--- config.mk ---
export PLATFORM = sky130hd
export DESIGN_NAME = cache_l1_controller
export DESIGN_NICKNAME = d
export VERILOG_FILES = /design/src/rtl/cache_l1_controller.sv
export SDC_FILE = /design/constraint.sdc
export NUM_CORES = 1
export LEC_CHECK = 0
export CORE_UTILIZATION = 37
export DETAILED_ROUTE_END_ITERATION = 8
export HOLD_SLACK_MARGIN = 0.05
export PLACE_DENSITY_LB_ADDON = 0.15
export SLEW_MARGIN = 20
export SYNTH_ARGS = -nofsm -noshare
export SYNTH_HDL_FRONTEND = slang
export SYNTH_SLANG_ARGS = --single-unit
--- constraint.sdc ---
create_clock -name clk -period 4.5 [get_ports clk]
set_clock_uncertainty 0.2 [all_clocks]
set_input_delay 0.9 -clock clk [delete_from_list [all_inputs] [get_ports clk]]
set_output_delay 0.9 -clock clk [all_outputs]
set_load 0.005 [all_outputs]
--- src/rtl/cache_l1_controller.sv ---
// Private L1 data cache controller: direct-mapped MSI lines, bypass requests to the shared L2,
// and snoop handling for directory invalidate/fetch messages.
module cache_l1_controller #(
   parameter int unsigned NUM_LINES  = 4,
   parameter int unsigned ADDR_WIDTH = 8,
   parameter int unsigned DATA_WIDTH = 8
) (
   input  logic                  clk,
   input  logic                  reset,
   input  logic                  cpuReqValid,
   output logic                  cpuReqReady,
   input  logic                  cpuOp,
   input  logic [ADDR_WIDTH-1:0] cpuAddress,
   input  logic [DATA_WIDTH-1:0] cpuWriteData,
   output logic                  cpuRespValid,
   output logic [DATA_WIDTH-1:0] cpuReadData,
   output logic                  bypassValid,
   output logic [ADDR_WIDTH-1:0] addressBypass,
   output logic                  operationBypass,
   output logic [DATA_WIDTH-1:0] dataBypass,
   output logic                  dataWriteBack,
   input  logic                  fetchPresent,
   input  logic [DATA_WIDTH-1:0] fetchData,
   input  logic [2:0]            interconnectionMessage,
   input  logic [ADDR_WIDTH-1:0] snoopAddress,
   output logic                  snoopDataValid,
   output logic [DATA_WIDTH-1:0] snoopData
);

   localparam int unsigned IdxW = $clog2(NUM_LINES);
   localparam int unsigned TagW = ADDR_WIDTH - IdxW;

   localparam logic [1:0] LineInvalid  = 2'b00;
   localparam logic [1:0] LineShared   = 2'b10;
   localparam logic [1:0] LineModified = 2'b11;

   typedef enum logic [2:0] {StIdle, StLookup, StWriteback, StMissReq, StRespond} ctrlState_e;

   ctrlState_e stateQ, stateD;

   logic [1:0]            lineState [NUM_LINES];
   logic [TagW-1:0]       lineTag   [NUM_LINES];
   logic [DATA_WIDTH-1:0] lineData  [NUM_LINES];

   logic                  reqOp;
   logic [ADDR_WIDTH-1:0] reqAddress;
   logic [DATA_WIDTH-1:0] reqData;
   logic                  snoopValidQ;
   logic [DATA_WIDTH-1:0] snoopDataQ;

   logic [IdxW-1:0] reqIndex, snoopIndex;
   logic [TagW-1:0] reqTag, snoopTag;
   logic            hit, snoopHit, snoopSupply, snoopOnLookup, lookupWrite;

   assign reqIndex   = reqAddress[IdxW-1:0];
   assign reqTag     = reqAddress[ADDR_WIDTH-1:IdxW];
   assign snoopIndex = snoopAddress[IdxW-1:0];
   assign snoopTag   = snoopAddress[ADDR_WIDTH-1:IdxW];

   assign hit = (lineTag[reqIndex] == reqTag) && (lineState[reqIndex] != LineInvalid);

   // Only INV, FETCH and FETCH_INV act; 000 and 1xx are ignored.
   assign snoopHit = (interconnectionMessage == 3'b001 || interconnectionMessage == 3'b010 ||
                      interconnectionMessage == 3'b011) &&
                     (lineTag[snoopIndex] == snoopTag) && (lineState[snoopIndex] != LineInvalid);
   assign snoopSupply = snoopHit && interconnectionMessage[1] &&
                        (lineState[snoopIndex] == LineModified);

   assign snoopOnLookup = (stateQ == StLookup) && snoopHit && (snoopIndex == reqIndex);
   assign lookupWrite   = (stateQ == StLookup) && !snoopOnLookup && hit && reqOp &&
                          (lineState[reqIndex] == LineModified);

   assign snoopDataValid = snoopValidQ;
   assign snoopData      = snoopDataQ;

   always_comb begin
      stateD          = stateQ;
      cpuReqReady     = 1'b0;
      cpuRespValid    = 1'b0;
      cpuReadData     = '0;
      bypassValid     = 1'b0;
      addressBypass   = '0;
      operationBypass = 1'b0;
      dataBypass      = '0;
      dataWriteBack   = 1'b0;
      unique case (stateQ)
         StIdle: begin
            cpuReqReady = !reset;
            if (cpuReqValid && !reset) stateD = StLookup;
         end
         StLookup: begin
            // A snoop landing on the looked-up line changes its state, so look again.
            if (!snoopOnLookup) begin
               if (hit && !(reqOp && lineState[reqIndex] == LineShared)) begin
                  stateD = StRespond;
               end else if (!hit && lineState[reqIndex] == LineModified) begin
                  stateD = StWriteback;
               end else begin
                  stateD = StMissReq;
               end
            end
         end
         StWriteback: begin
            bypassValid     = 1'b1;
            dataWriteBack   = 1'b1;
            operationBypass = 1'b1;
            addressBypass   = {lineTag[reqIndex], reqIndex};
            dataBypass      = lineData[reqIndex];
            if (fetchPresent) stateD = StMissReq;
         end
         StMissReq: begin
            bypassValid     = 1'b1;
            operationBypass = reqOp;
            addressBypass   = reqAddress;
            dataBypass      = reqOp ? reqData : '0;
            if (fetchPresent) stateD = StRespond;
         end
         StRespond: begin
            cpuRespValid = 1'b1;
            cpuReadData  = lineData[reqIndex];
            stateD       = StIdle;
         end
         default: stateD = StIdle;
      endcase
   end

   always_ff @(posedge clk) begin
      if (reset) begin
         stateQ      <= StIdle;
         reqOp       <= 1'b0;
         reqAddress  <= '0;
         reqData     <= '0;
         snoopValidQ <= 1'b0;
         snoopDataQ  <= '0;
         for (int unsigned i = 0; i < NUM_LINES; i++) begin
            lineState[i] <= LineInvalid;
            lineTag[i]   <= '0;
            lineData[i]  <= '0;
         end
      end else begin
         stateQ <= stateD;
         if (stateQ == StIdle && cpuReqValid) begin
            reqOp      <= cpuOp;
            reqAddress <= cpuAddress;
            reqData    <= cpuWriteData;
         end
         snoopValidQ <= snoopSupply;
         snoopDataQ  <= snoopSupply ? lineData[snoopIndex] : '0;
         if (snoopHit) begin
            if (stateQ == StWriteback && snoopIndex == reqIndex) begin
               lineState[snoopIndex] <= LineInvalid;
            end else if (interconnectionMessage == 3'b010) begin
               if (lineState[snoopIndex] == LineModified) lineState[snoopIndex] <= LineShared;
            end else begin
               lineState[snoopIndex] <= LineInvalid;
            end
         end
         if (lookupWrite) lineData[reqIndex] <= reqData;
         if (stateQ == StWriteback && fetchPresent) lineState[reqIndex] <= LineInvalid;
         // Fill is written after the snoop update so it overwrites the old line.
         if (stateQ == StMissReq && fetchPresent) begin
            lineTag[reqIndex]   <= reqTag;
            lineData[reqIndex]  <= reqOp ? reqData : fetchData;
            lineState[reqIndex] <= reqOp ? LineModified : LineShared;
         end
      end
   end

endmodule
==> flow_summary.toml, run 1 <==
[status]
status = "complete, no violations"

[hold_path]
min_path_type = "reg -> reg"
worstHoldStart = "reqData[4]"
holdPathStages = 2
min_to = "reqData[4]"

[detailed_routing]
wl_per_cell_um = 19.8
drc = 0
num_vias = 3756
drt-total-wl_um = 13600
highest_layer = "met4"
via_per_inst = 5.48
drt-initial-drc-count = 262
wl_met1_um = 6050
firstDrtPassIters = 5
met3_length_um = 872
drt.antenna.violating_nets = 0
wl_met2_um = 6410

[clocking]
clock-sinks = 95
cts_setup_buffers = 0
postCtsHoldBufs = 0
clockBufferDepth = 2
clkLatencyLatePin_ps = 350
root_buffer = "clkbuf_16"
h-tree-depth = 3
cts_buffers = 9
cts_tree = "done"
cts_resized = 0
cts.clk_slew.worst_paths_ps = 60

[timing]
max_freq_mhz = 255
hold_ws_ps = 279
worst_slew_margin_rel_pct = 54.1
rsz0062_at_grt = "false"
fin_crit_sh_pct = 87.1
worstMarginPinSlew_ps = 687
setup_tns_ps = 0
hold_viol_final = 0
drv_slew = 0
fin_crit_ps = 3920
setup_violations = 0

[placement]
dpl.hpwl_um = 9940
io_buffers = 77
gp_congestion = 0.798
place_area_sq_um = 5990

[synth]
syn_inst = 429
ys_warn_count = 0
yosysSeqAreaShare_pct = 50.6
synth_edf_count = 64
syn_nets = 469
ys.flop_type = "edfxtp_1"
synth-seq-cells = 95
avgSynthCellArea_sq_um = 11.7
synthDistinctLibCells = 46
async_reset_ff_share_pct = 0
synthesis.area_sq_um = 5020

[floorplan]
core_sq_um = 13200
fp.dieH_um = 119
start_util_pct = 37.9
fp.dieW_um = 119
ios = 78
fp-row-count = 42
dieArea_sq_um = 14000

[setup_path]
crit_fanout = 8
startpoint_type = "input pin"
worstPathRequired_ps = 4350
startpoint = "snoopAddress[0]"
path_class = "in -> reg"
critPathCaptureType = "flop"
arrival_ps = 3770
ff2ff_setup_slack_ps = 1240
rr_worst_depth = 7
r2r_end = "lineData[0][6]"

[global_routing]
overflow = 0
grt_pass1_vias = 3755
grt_pass1_wl_um = 21300
grt_max_degree = 31
grt_usage_pct = 20.5
antenna_found_initial = 0

[job]
drv_cap = 0

[power_and_ir_drop]
irDropWorstVdd_mv = 0.223
power_density_nw_per_um2 = 403
finalPower_uw = 2530
leakagePower_uw = 0.00220

[final_layout]
synthToLayoutAreaGrowth_pct = 24.6
diodes = 0
fin_nets = 545
drive_gt1_share_pct = 13.9
fin_area_sq_um = 6260
[through the flow]
step,setup slack (ps),cells,util (%)
after floorplan,787,429,-
after global placement,238,670,45.3
after detailed placement,210,670,45.3
after CTS,569,686,47.3
after global routing,405,686,47.3
final,579,686,47.3
[per-layer routing]
| layer | vias up | track usage, % |
|---|---|---|
| met3 | 18 | 3.96 |
| met1 | 1843 | 28.1 |
| li1 | 1756 | - |
| met4 | 0 | 7.36 |
| met5 | - | 0 |
| met2 | 139 | 32.3 |
[worst max-delay path: stages]
cell,delay [ps]
clkdlybuf4s50_1,640
buf_4,210
mux4_2,550
xor2_1,180
or3_1,420
nor4_4,340
o31a_4,210
a2bb2oi_2,130
buf_4,190
[synth_stat cells, types with 11 or more instances]
cell / count / share of area [%]
a21oi_1: 20 / 2.0
a22o_1: 14 / 2.4
and2_1: 23 / 2.9
and3_1: 11 / 1.4
clkbuf_1: 20 / 1.5
dfxtp_1: 31 / 12
edfxtp_1: 64 / 38
mux4_2: 32 / 14
nand2_1: 54 / 4.0
nand3_1: 12 / 1.2
nor2_1: 27 / 2.0
nor3_1: 20 / 2.0
nor4_1: 11 / 1.4
xnor2_1: 11 / 1.9
[registers in the layout, indices dropped and copies added, names as in the netlist, named ones only]
register	flops
stateQ	3
snoopData	8
reqData	8
lineState	8
lineTag	24
snoopDataValid	1
reqAddress	8
lineData	32
reqOp	1
[power by group]
part / switching, uW / total [uW] / internal (uW) / leakage (uW)
Combinational: 381 / 707 / 326 / 0.00116
Clock: 330 / 702 / 372 / 0.000130
Sequential: 108 / 1120 / 1010 / 0.000914
Total: 820 / 2530 / 1710 / 0.00220
[placed cells by master, fill, tap and decap left out, types with 4 or more instances in the layout]
cell type,Yosys,layout
clkdlybuf4s50_1,0,77
dfxtp_1,31,31
nand2_1,54,54
clkbuf_16,0,9
xnor2_1,11,11
a21oi_1,20,20
nor4_1,11,11
buf_4,2,17
and2_1,23,23
inv_1,10,10
xor2_1,4,4
mux2i_1,8,8
nor3_1,20,20
and2b_1,6,6
a22o_1,14,14
mux4_2,32,32
or3_1,4,4
nor2b_1,5,5
nand2b_1,5,5
nand3_1,12,12
and3_1,11,11
edfxtp_1,64,64
nor2_1,27,27
[logic make-up (layout without fill, tap and decap cells)]
family / Yosys count / in the layout / synth area share (%)
XOR/XNOR: 15 / 15 / 2.62
AO/OA/AOI/OAI: 54 / 54 / 7.90
buffers and inverters: 39 / 120 / 3.69
flip-flops: 95 / 95 / 50.6
AND/OR/NAND/NOR: 185 / 185 / 19.0
multiplexers: 41 / 41 / 16.2
[area by class of cell]
class	count	area [sq um]
fillers	1228	6980
flip-flops and latches	95	2540
multi-input cells	295	2300
repair buffers	94	898
clock buffers	10	229
well taps	176	220
inverters	10	37.5
clock inverters	6	36.3
[how the worst max path moves through the flow]
stage / end / slack (ps)
after global placement: lineData[3][4] / 240
after CTS: lineData[3][6] / 570
after floorplan: lineData[0][0] / 790
after detailed placement: lineData[3][5] / 210
after global routing: addressBypass[7] / 410
final: lineData[3][6] / 580
Power figures use the tool's default switching activity.
==> run 2, diff against run 1 <==
--- a/config.mk
+++ b/config.mk
@@ -9,6 +9,7 @@
 export DETAILED_ROUTE_END_ITERATION = 8
 export HOLD_SLACK_MARGIN = 0.05
 export PLACE_DENSITY_LB_ADDON = 0.15
+export SKIP_LAST_GASP = 1
 export SLEW_MARGIN = 20
 export SYNTH_ARGS = -nofsm -noshare
 export SYNTH_HDL_FRONTEND = slang
==> results of run 2 <==
No change in the layout: final DEF, timing and power equal those of run 1.
